==> src/rtl/dut_vector_sequencer_pkg.sv <==
// -----------------------------------------------------------------------------
// dut_seq_pkg
// Shared definitions for the vector sequencer:
//   - seq_state_e : sequencer FSM states (IDLE, WAIT, EMIT)
//   - *_DEF       : default IN_W / OUT_W / DEPTH / SETTLE parameter values
//   - sig_step()  : one rotate-left-by-one then XOR step of the result
//                   signature, for any width up to SIG_MAX bits
// -----------------------------------------------------------------------------
package dut_seq_pkg;

    localparam int IN_W_DEF   = 30;
    localparam int OUT_W_DEF  = 10;
    localparam int DEPTH_DEF  = 16;
    localparam int SETTLE_DEF = 1;

    // Widest signature sig_step can fold; callers zero-extend into it.
    localparam int SIG_MAX = 64;

    typedef enum logic [1:0] {
        IDLE = 2'd0,
        WAIT = 2'd1,
        EMIT = 2'd2
    } seq_state_e;

    // Rotate the low w bits of s left by one, then XOR in d.
    // Bits at and above w stay zero as long as d is zero there.
    function automatic logic [SIG_MAX-1:0] sig_step(
        input logic [SIG_MAX-1:0] s,
        input logic [SIG_MAX-1:0] d,
        input int                 w
    );
        logic [SIG_MAX-1:0] r;
        r    = '0;
        r[0] = s[w-1];
        for (int i = 1; i < SIG_MAX; i++) begin
            if (i < w) begin
                r[i] = s[i-1];
            end
        end
        return r ^ d;
    endfunction

endpackage : dut_seq_pkg

==> src/rtl/dut_vector_sequencer_if.sv <==
// -----------------------------------------------------------------------------
// dut_seq_if
// Bundles the sequencer's bus signals.
//   Store write : wr_en, wr_addr, wr_data
//   Run control : start, num_vec, busy, done, sig
//   DUT drive   : dut_in (to the DUT), dut_out (from the DUT)
//   Result port : res_valid, res_ready, res_data, res_idx (valid/ready)
// Modports:
//   master - the sequencer itself (drives dut_in, results and status)
//   slave  - the environment (drives writes, start, dut_out, res_ready)
// -----------------------------------------------------------------------------
interface dut_seq_if #(
    parameter int IN_W  = dut_seq_pkg::IN_W_DEF,
    parameter int OUT_W = dut_seq_pkg::OUT_W_DEF,
    parameter int DEPTH = dut_seq_pkg::DEPTH_DEF
);
    localparam int IDX_W = $clog2(DEPTH);
    localparam int NV_W  = IDX_W + 1;

    logic              wr_en;
    logic [IDX_W-1:0]  wr_addr;
    logic [IN_W-1:0]   wr_data;
    logic              start;
    logic [NV_W-1:0]   num_vec;
    logic [IN_W-1:0]   dut_in;
    logic [OUT_W-1:0]  dut_out;
    logic              res_valid;
    logic              res_ready;
    logic [OUT_W-1:0]  res_data;
    logic [IDX_W-1:0]  res_idx;
    logic              busy;
    logic              done;
    logic [OUT_W-1:0]  sig;

    modport master (
        input  wr_en, wr_addr, wr_data, start, num_vec, dut_out, res_ready,
        output dut_in, res_valid, res_data, res_idx, busy, done, sig
    );

    modport slave (
        output wr_en, wr_addr, wr_data, start, num_vec, dut_out, res_ready,
        input  dut_in, res_valid, res_data, res_idx, busy, done, sig
    );

endinterface : dut_seq_if

==> src/rtl/dut_vector_sequencer_vec_store.sv <==
// -----------------------------------------------------------------------------
// vec_store
// DEPTH x IN_W vector store: one synchronous write port, one asynchronous
// read port. The contents are deliberately not reset so stored vectors
// survive a sequencer reset.
//   clk   : write clock
//   we    : write enable
//   waddr : write index
//   wdata : write data
//   raddr : read index
//   rdata : read data (combinational, pre-edge contents)
// -----------------------------------------------------------------------------
module vec_store #(
    parameter int IN_W  = dut_seq_pkg::IN_W_DEF,
    parameter int DEPTH = dut_seq_pkg::DEPTH_DEF,
    localparam int IDX_W = $clog2(DEPTH)
) (
    input  logic             clk,
    input  logic             we,
    input  logic [IDX_W-1:0] waddr,
    input  logic [IN_W-1:0]  wdata,
    input  logic [IDX_W-1:0] raddr,
    output logic [IN_W-1:0]  rdata
);

    logic [IN_W-1:0] mem [DEPTH];

    // NOTE: the array has no reset branch on purpose; a reset loop over a
    // storage array turns RAM into thousands of flops and would also wipe
    // vectors that must survive a mid-run reset.
    always_ff @(posedge clk) begin
        if (we) begin
            mem[waddr] <= wdata;
        end
    end

    assign rdata = mem[raddr];

endmodule : vec_store

==> src/rtl/dut_vector_sequencer.sv <==
// -----------------------------------------------------------------------------
// dut_vector_sequencer
// Applies up to DEPTH stored vectors to a combinational DUT one at a time,
// holds each for SETTLE cycles, captures the DUT output, streams it out on
// a valid/ready port and folds it into a rotate-XOR signature.
//   clk  : sole clock, rising edge
//   rst  : asynchronous, active-high reset (vector store is not reset)
//   bus  : dut_seq_if.master - store writes, run control, DUT drive,
//          result stream and status (busy, done, sig)
// -----------------------------------------------------------------------------
module dut_vector_sequencer
    import dut_seq_pkg::*;
#(
    parameter int IN_W   = IN_W_DEF,
    parameter int OUT_W  = OUT_W_DEF,
    parameter int DEPTH  = DEPTH_DEF,
    parameter int SETTLE = SETTLE_DEF
) (
    input  logic      clk,
    input  logic      rst,
    dut_seq_if.master bus
);

    localparam int IDX_W = $clog2(DEPTH);
    localparam int NV_W  = IDX_W + 1;
    localparam int CNT_W = $clog2(SETTLE + 1);

    seq_state_e       state_q,     state_d;
    logic [IDX_W-1:0] idx_q,       idx_d;
    logic [NV_W-1:0]  n_q,         n_d;
    logic [CNT_W-1:0] cnt_q,       cnt_d;
    logic [IN_W-1:0]  dut_in_q,    dut_in_d;
    logic             res_valid_q, res_valid_d;
    logic [OUT_W-1:0] res_data_q,  res_data_d;
    logic [IDX_W-1:0] res_idx_q,   res_idx_d;
    logic             busy_q,      busy_d;
    logic             done_q,      done_d;
    logic [OUT_W-1:0] sig_q,       sig_d;

    logic             store_we;
    logic [IDX_W-1:0] rd_addr;
    logic [IN_W-1:0]  rd_data;
    logic             last_vec;

    // Writes are only honoured while idle so a run sees a frozen store.
    assign store_we = bus.wr_en && (state_q == IDLE);

    // Idle: a start loads entry 0. Otherwise the only load is the next entry
    // on an EMIT handshake.
    assign rd_addr  = (state_q == IDLE) ? '0 : idx_q + IDX_W'(1);

    assign last_vec = ({1'b0, idx_q} == (n_q - NV_W'(1)));

    vec_store #(
        .IN_W  (IN_W),
        .DEPTH (DEPTH)
    ) u_vec_store (
        .clk   (clk),
        .we    (store_we),
        .waddr (bus.wr_addr),
        .wdata (bus.wr_data),
        .raddr (rd_addr),
        .rdata (rd_data)
    );

    // NOTE: every _d gets its hold value before the case statement, so no
    // path through the decode leaves a signal unassigned and no latch forms.
    always_comb begin
        state_d     = state_q;
        idx_d       = idx_q;
        n_d         = n_q;
        cnt_d       = cnt_q;
        dut_in_d    = dut_in_q;
        res_valid_d = res_valid_q;
        res_data_d  = res_data_q;
        res_idx_d   = res_idx_q;
        busy_d      = busy_q;
        done_d      = 1'b0;
        sig_d       = sig_q;

        case (state_q)
            IDLE: begin
                if (bus.start) begin
                    sig_d = '0;
                    if (bus.num_vec != '0) begin
                        n_d      = (bus.num_vec > NV_W'(DEPTH)) ? NV_W'(DEPTH)
                                                                : bus.num_vec;
                        idx_d    = '0;
                        dut_in_d = rd_data;
                        cnt_d    = CNT_W'(SETTLE);
                        busy_d   = 1'b1;
                        state_d  = WAIT;
                    end else begin
                        // Empty run: report completion without going busy.
                        done_d = 1'b1;
                    end
                end
            end

            WAIT: begin
                cnt_d = cnt_q - CNT_W'(1);
                // cnt==1 marks the edge after SETTLE full cycles of dut_in.
                if (cnt_q == CNT_W'(1)) begin
                    res_data_d  = bus.dut_out;
                    res_idx_d   = idx_q;
                    res_valid_d = 1'b1;
                    sig_d       = OUT_W'(sig_step(SIG_MAX'(sig_q),
                                                  SIG_MAX'(bus.dut_out),
                                                  OUT_W));
                    state_d     = EMIT;
                end
            end

            EMIT: begin
                if (bus.res_ready) begin
                    res_valid_d = 1'b0;
                    if (last_vec) begin
                        done_d  = 1'b1;
                        busy_d  = 1'b0;
                        state_d = IDLE;
                    end else begin
                        idx_d    = idx_q + IDX_W'(1);
                        dut_in_d = rd_data;
                        cnt_d    = CNT_W'(SETTLE);
                        state_d  = WAIT;
                    end
                end
            end

            default: begin
                state_d     = IDLE;
                busy_d      = 1'b0;
                res_valid_d = 1'b0;
            end
        endcase
    end

    // NOTE: sequential state uses non-blocking assignments so every flop
    // samples its pre-edge inputs regardless of statement order.
    always_ff @(posedge clk or posedge rst) begin
        if (rst) begin
            state_q     <= IDLE;
            idx_q       <= '0;
            n_q         <= '0;
            cnt_q       <= '0;
            dut_in_q    <= '0;
            res_valid_q <= 1'b0;
            res_data_q  <= '0;
            res_idx_q   <= '0;
            busy_q      <= 1'b0;
            done_q      <= 1'b0;
            sig_q       <= '0;
        end else begin
            state_q     <= state_d;
            idx_q       <= idx_d;
            n_q         <= n_d;
            cnt_q       <= cnt_d;
            dut_in_q    <= dut_in_d;
            res_valid_q <= res_valid_d;
            res_data_q  <= res_data_d;
            res_idx_q   <= res_idx_d;
            busy_q      <= busy_d;
            done_q      <= done_d;
            sig_q       <= sig_d;
        end
    end

    assign bus.dut_in    = dut_in_q;
    assign bus.res_valid = res_valid_q;
    assign bus.res_data  = res_data_q;
    assign bus.res_idx   = res_idx_q;
    assign bus.busy      = busy_q;
    assign bus.done      = done_q;
    assign bus.sig       = sig_q;

endmodule : dut_vector_sequencer
==> src/flat_wrapper.sv <==
// flat-port wrapper written by rule: the top's interface ports become plain ports
module dut_vector_sequencer_flat import dut_seq_pkg::*;
#(
    parameter int IN_W   = IN_W_DEF,
    parameter int OUT_W  = OUT_W_DEF,
    parameter int DEPTH  = DEPTH_DEF,
    parameter int SETTLE = SETTLE_DEF
)
  (clk, rst, bus_wr_en, bus_wr_addr, bus_wr_data, bus_start, bus_num_vec, bus_dut_out, bus_res_ready, bus_dut_in, bus_res_valid, bus_res_data, bus_res_idx, bus_busy, bus_done, bus_sig);
  dut_seq_if #(.IN_W(IN_W), .OUT_W(OUT_W), .DEPTH(DEPTH)) bus_i ();
  input  logic clk;
  input  logic rst;
  input wire logic [$bits(bus_i.wr_en)-1:0] bus_wr_en;
  input wire logic [$bits(bus_i.wr_addr)-1:0] bus_wr_addr;
  input wire logic [$bits(bus_i.wr_data)-1:0] bus_wr_data;
  input wire logic [$bits(bus_i.start)-1:0] bus_start;
  input wire logic [$bits(bus_i.num_vec)-1:0] bus_num_vec;
  input wire logic [$bits(bus_i.dut_out)-1:0] bus_dut_out;
  input wire logic [$bits(bus_i.res_ready)-1:0] bus_res_ready;
  output wire logic [$bits(bus_i.dut_in)-1:0] bus_dut_in;
  output wire logic [$bits(bus_i.res_valid)-1:0] bus_res_valid;
  output wire logic [$bits(bus_i.res_data)-1:0] bus_res_data;
  output wire logic [$bits(bus_i.res_idx)-1:0] bus_res_idx;
  output wire logic [$bits(bus_i.busy)-1:0] bus_busy;
  output wire logic [$bits(bus_i.done)-1:0] bus_done;
  output wire logic [$bits(bus_i.sig)-1:0] bus_sig;
  assign bus_i.wr_en = bus_wr_en;
  assign bus_i.wr_addr = bus_wr_addr;
  assign bus_i.wr_data = bus_wr_data;
  assign bus_i.start = bus_start;
  assign bus_i.num_vec = bus_num_vec;
  assign bus_i.dut_out = bus_dut_out;
  assign bus_i.res_ready = bus_res_ready;
  assign bus_dut_in = bus_i.dut_in;
  assign bus_res_valid = bus_i.res_valid;
  assign bus_res_data = bus_i.res_data;
  assign bus_res_idx = bus_i.res_idx;
  assign bus_busy = bus_i.busy;
  assign bus_done = bus_i.done;
  assign bus_sig = bus_i.sig;
  dut_vector_sequencer #(.IN_W(IN_W), .OUT_W(OUT_W), .DEPTH(DEPTH), .SETTLE(SETTLE)) u_core (.clk(clk), .rst(rst), .bus(bus_i));
endmodule
==> config.mk <==
export PLATFORM = sky130hd
export DESIGN_NAME = dut_vector_sequencer_flat
export DESIGN_NICKNAME = d
export VERILOG_FILES = /design/src/rtl/dut_vector_sequencer_pkg.sv /design/src/rtl/dut_vector_sequencer_if.sv /design/src/rtl/dut_vector_sequencer_vec_store.sv /design/src/rtl/dut_vector_sequencer.sv /design/src/flat_wrapper.sv
export SDC_FILE = /design/constraint.sdc
export NUM_CORES = 1
export LEC_CHECK = 0
export BUFFER_PORTS_ARGS = -buffer_cell sky130_fd_sc_hd__buf_4
export CORE_UTILIZATION = 55
export CTS_BUF_LIST = sky130_fd_sc_hd__clkbuf_8
export CTS_CLUSTER_DIAMETER = 120
export DETAILED_ROUTE_END_ITERATION = 8
export PLACE_DENSITY = 0.71
export SETUP_SLACK_MARGIN = 0.15
export SYNTH_ARGS = -nofsm -noshare
export SYNTH_HDL_FRONTEND = slang
export SYNTH_HIERARCHICAL = 1
export SYNTH_SLANG_ARGS = --single-unit
export TNS_END_PERCENT = 50
==> constraint.sdc <==
create_clock -name clk -period 4.75 [get_ports clk]
set_input_delay 0.7125 -clock clk [delete_from_list [all_inputs] [get_ports clk]]
set_output_delay 0.7125 -clock clk [all_outputs]
set_load 0.005 [all_outputs]
# == Word-level counts from Yosys, hierarchy flattened ==
# Memory sizes are Yosys's and may differ from the RTL's.
# Index checks and enable logic that the tools add are counted.
# totals
ramBits,480
ff_bits,69
memories,1
out_inout_bits,57
input_bits,54
word_cells,99
# classes
magnitude_cmp,1
reduce_logical,14
eq_ne,9
muxes,57
bitwise,3
n_addsub,3
# memory_table
name,depth,word_bits,read_ports,rd_ports_with_merged_regs,write_ports,line_no,source
u_core.u_vec_store.mem,16,30,1,0,1,dut_vector_sequencer_vec_store.sv:26,logic [IN_W-1:0] mem [DEPTH];
# op_table
operator,n
2-to-1 mux 30 bit,4
case mux 30 bit (2 select lines),1
2-to-1 mux 1 bit,33
2-to-1 mux 10 bit,2
2-to-1 mux 4 bit,5
case mux 10 bit (2 select lines),1
AND reduction 5 bit,3
XOR 10 bit,1
case mux 1 bit (3 select lines),3
AND reduction 3 bit,3
2-to-1 mux 2 bit,4
"inequality test 2 bit, second input constant",4
case mux 4 bit (2 select lines),1
case mux 2 bit (3 select lines),1
== test 4 x 5 -> 1 bit,1
"> comparator 5 bit, second input constant",1
2-to-1 mux 5 bit,1
nonzero test 5 bit,1
"subtractor 5 x 1 -> 5 bit, second input constant",1
"adder 4 x 1 -> 4 bit, second input constant",1
"inequality test 2 x 1 -> 1 bit, second input constant",2
AND reduction 4 bit,1
nonzero test 2 bit,2
nonzero test 3 bit,1
other kinds (8),9

# == Longest topological paths before layout ==
# An unclocked memory read counts as a cell.
# logic_depth
depth_word,6
mapped_depth,9
depth_no_buf,7

# == Cells and area by module ==
# The synthesis kept the hierarchy.
# by_module_without_submodules
module,seq_area_each_um2,n_inst,area_per_inst_um2,cells_per_inst
vec_store,14413.8,1,18340.1,755
dut_vector_sequencer,1726.7,1,3176.8,243

# == Least setup slack after synthesis ==
# No wires, ideal clock.
# synth_timing
path_kind,register -> register
from,reg u_core.state_q[0]
to,"mem u_core/u_vec_store/mem[0][0] (netlist name), enable pin"
setup_slack_ns,0.714
arrival_ns,3.581
required_time_ns,4.295
synth_period_minus_slack_ns,4.036
path_stages_with_launch,5
path_cell_list,dfrtp_1 -> nor2_1 -> and2_1 -> or3b_2 -> nor3_1
# synth_between
elab_chain_len,4
# synth_lines
element,line_no,source
from (decl),dut_vector_sequencer.sv:28,"seq_state_e state_q, state_d;"
from (signal assigned),dut_vector_sequencer.sv:154,state_q <= state_d;
logical NOT 2 bit,dut_vector_sequencer.sv:46,assign store_we = bus.wr_en && (state_q == IDLE);
logical AND 1 bit,dut_vector_sequencer.sv:46,
via u_core.store_we,dut_vector_sequencer.sv:40,logic store_we;
2-to-1 mux 1 bit,dut_vector_sequencer_vec_store.sv:32,if (we) begin
2-to-1 mux 1 bit (not written as such),dut_vector_sequencer_vec_store.sv:33,mem[waddr] <= wdata;
to (decl),dut_vector_sequencer_vec_store.sv:26,
# The timed path passes the listed nets, and every way through them passes these cells.

# == Worst setup path after layout ==
# layout_timing
from,reg u_core.state_q[0]
to,"mem u_core/u_vec_store/mem[1][24] (netlist name), enable pin"
# Same word-level chain as after synthesis.

==> flow_summary.ini <==
[status]
outcome = finished clean

[clock_network]
ctsHoldBuffers = 0
clockBufferDepth = 3
h-tree-depth = 3
cts_tree = built
path_clk_slew_ns = 0.07
cts_buffers = 87
clk_latency_ns = 0.66
clock-sinks = 549
post_cts_resized = 0
cts_root_buffer = clkbuf_8
cts_setup_buffers = 0

[floorplan]
fp.dieW_microns = 200
dieArea_sq_um = 39900
io_pins = 111
rows = 72
core_area_sq_um = 38600
die_y_microns = 200
initial_utilization_pct = 55.7

[finish]
layout-drive-gt1-share_pct = 31.9
nets = 1234
n_fill_cell = 2546
area_growth_pct = 15.1
diodes = 0
final_util_pct = 64.1

[power_and_ir_drop]
total_power_uw = 14100
p_sw_uw = 4090
p_sw_share_pct = 29.0
p_leak_uw = 0.00859
clockPowerShare_pct = 27.3
peakVddDrop_mv = 0.355
internal_power_uw = 9990
seqPwrFrac_pct = 41.6
combinationalPowerShare_pct = 31.1
power_density_nw_per_um2 = 569

[placed_design]
port-buffer-count = 110
dp_slack_ns = 1.50
hpwl_microns = 24400
place.gp.congestion = 0.770

[synth]
synth_cells = 998
synth_edf_count = 480
syn_nets = 1054
yosys-top-cells-area = edfxtp_1, dfrtp_1, mux4_2, mux4_1, a22oi_1
synth-main-ff-cell = edfxtp_1
avgSynthCellArea_sq_um = 21.6
seq_area_frac_synth_pct = 75.0
yosysWarnings = 6
yosysTopAreaCell = edfxtp_1
synth_async_sr_flop_share_pct = 12.6
synth.distinct_cells = 48
synth_top_area_share_pct = 67.0
synthesis.area_sq_um = 21500
ys_ff_latch = 549

[timing]
timing.final.ws_setup_ns = 1.46
worst_pin_slew_ns = 1.08
setup_violations = 0
max-slew-margin-rel_pct = 28.0
post-route-min-period_ns = 3.29
fin_setup_tns_ns = 0
final_max_slew_viol_count = 0
finalHoldViolations = 0
fin_skew_ns = 0.0457
fmax_mhz = 304
finalCritPeriodShare_pct = 69.3
rsz0062_at_grt = no
hold_ws_ns = 0.177

[setup_path]
crit_arrival_ns = 3.61
max_stage_delay_ns = 0.63
crit_path_start_kind = flop
crit_fanout = 21
worstPathRequired_ns = 5.07
crit_chain = nor2_1 > and2_1 > or3b_2 > nor2_4 > buf_4
cp.buffers_inverters = 1
end_kind = flop
critical_path_class = reg -> reg
crit_path_top_delay_cell = nor2_1
crit_family = simple AND/OR/NAND/NOR gates

[global_routing]
grt_first_pass_wirelength_microns = 64800
busiest_layer = met2
overflow = 0
use_met3_pct = 4.42
grt_pass1_vias = 10700
grt_start_max_net_pins = 121
met2_usage_pct = 36.2
track_usage_pct = 22.6
antenna_found_initial = 0
met1_usage_pct = 31.5

[detailed_routing]
vias_per_cell = 5.96
ant_nets = 0
dr.pass1.iters = 5
routedWlPerCell_microns = 24.6
post-route-drc-count = 0
vias = 10500
wl_microns = 43500
detail_route.iter0.violations = 703

[job]
drv_cap = 0

[min_path]
hold_class = in -> async
==> stage by stage <==
stage | area, sq um | cells
final | 24800 | 1767
after CTS | 24800 | 1767
after global routing | 24800 | 1767
after detailed placement | 23100 | 1607
after global placement | 23100 | 1607
after floorplan | 21500 | 998
==> worst reg2reg max path: stages (launching register included) <==
cell     delay (ns)
dfrtp_1        0.45
nor2_1         0.63
and2_1         0.34
or3b_2         0.58
nor2_4         0.62
buf_4          0.33
==> cells in the final DEF (no fill, tap or decap), types with 15 or more instances in the layout <==
cell      count
dfrtp_1      69
mux4_2       66
mux4_1       54
o21ai_0      22
buf_4       135
inv_1        37
edfxtp_1    480
mux2_2       15
mux2_4       28
nand2_1      47
a22oi_1      61
clkbuf_8    102
==> area by class of cell <==
type / count / area (sq um) / share of cell area (%)
sequential: 549 / 16100 / 65.2
multi-input combinational: 392 / 5100 / 20.6
clock buffer: 102 / 1400 / 5.67
timing repair buffer: 141 / 1130 / 4.58
tap: 518 / 648 / 2.62
clock inverter: 58 / 302 / 1.22
inverter: 7 / 27.5 / 0.111
==> logic make-up after synthesis <==
| family | after synthesis | share of synthesized area, % |
|---|---|---|
| AOI/OAI and AO/OA | 107 | 3.69 |
| xor gates and xnor gates | 17 | 0.692 |
| adders and majority gates | 2 | 0.116 |
| buffers and inverters | 57 | 1.97 |
| DFF | 549 | 75.0 |
| muxes | 165 | 16.3 |
| and+or+nand+nor | 101 | 2.19 |
==> Yosys cell counts (2+ instances only) <==
cell        n
nor2b_1     6
mux4_2     66
buf_12     10
ha_1        2
buf_6       4
mux2_4     28
a22oi_1    61
mux2i_1     2
nand3b_1    4
xnor2_1    13
nand2b_1    7
edfxtp_1  480
dfrtp_1    69
nand2_1    47
xor2_1      4
mux4_1     54
buf_1       2
clkbuf_1   23
o21ai_0    22
inv_1       7
a21oi_1     2
nor2_1     18
and2_1      3
mux2_2     15
o41ai_1    10
nand3_1     3
nor3_1      6
buf_2      10
==> worst paths after layout <==
kind                                       from                             to  slack [ns]  depth (start not counted)
setup / recovery              u_core/state_q[0]  u_core/u_vec_store/mem[1][24]        1.46                          5
hold reg to reg            u_core/bus.res_valid           u_core/bus.res_valid        0.49                          2
hold / removal                              rst              u_core/state_q[0]        0.18                          2
min in group clk                  bus_res_ready              u_core/state_q[1]        0.32                          2
max in group asynchronous                   rst           u_core/bus.dut_in[7]        3.57                          3
setup reg to reg              u_core/state_q[0]  u_core/u_vec_store/mem[1][24]        1.46                          5
==> per-layer routing <==
| metal | up-vias | share of wire (%) |
|---|---|---|
| li1 | 4556 | - |
| met1 | 5510 | 42 |
| met2 | 401 | 49 |
| met5 | - | 0 |
| met3 | 58 | 6.7 |
| met4 | 0 | 1.9 |
==> flip-flops by register name (all words and copies together), names as in the netlist <==
register                count
u_core/idx_q                4
u_core/bus.res_valid        1
u_core/u_vec_store/mem    480
u_core/cnt_q                1
u_core/n_q                  5
u_core/state_q              2
u_core/bus.res_data        10
u_core/bus.dut_in          30
u_core/bus.busy             1
u_core/bus.res_idx          4
u_core/bus.sig             10
u_core/bus.done             1
==> power by group through the flow <==
stage	logic [uW]	registers, uW	clock network [uW]
finish	4380	5860	3840
global route	4740	5900	4130
CTS	4450	5860	3940
detailed placement	4430	5950	0
global placement	4380	5950	0
floorplan	3350	5910	0
Power figures use the tool's default switching activity.
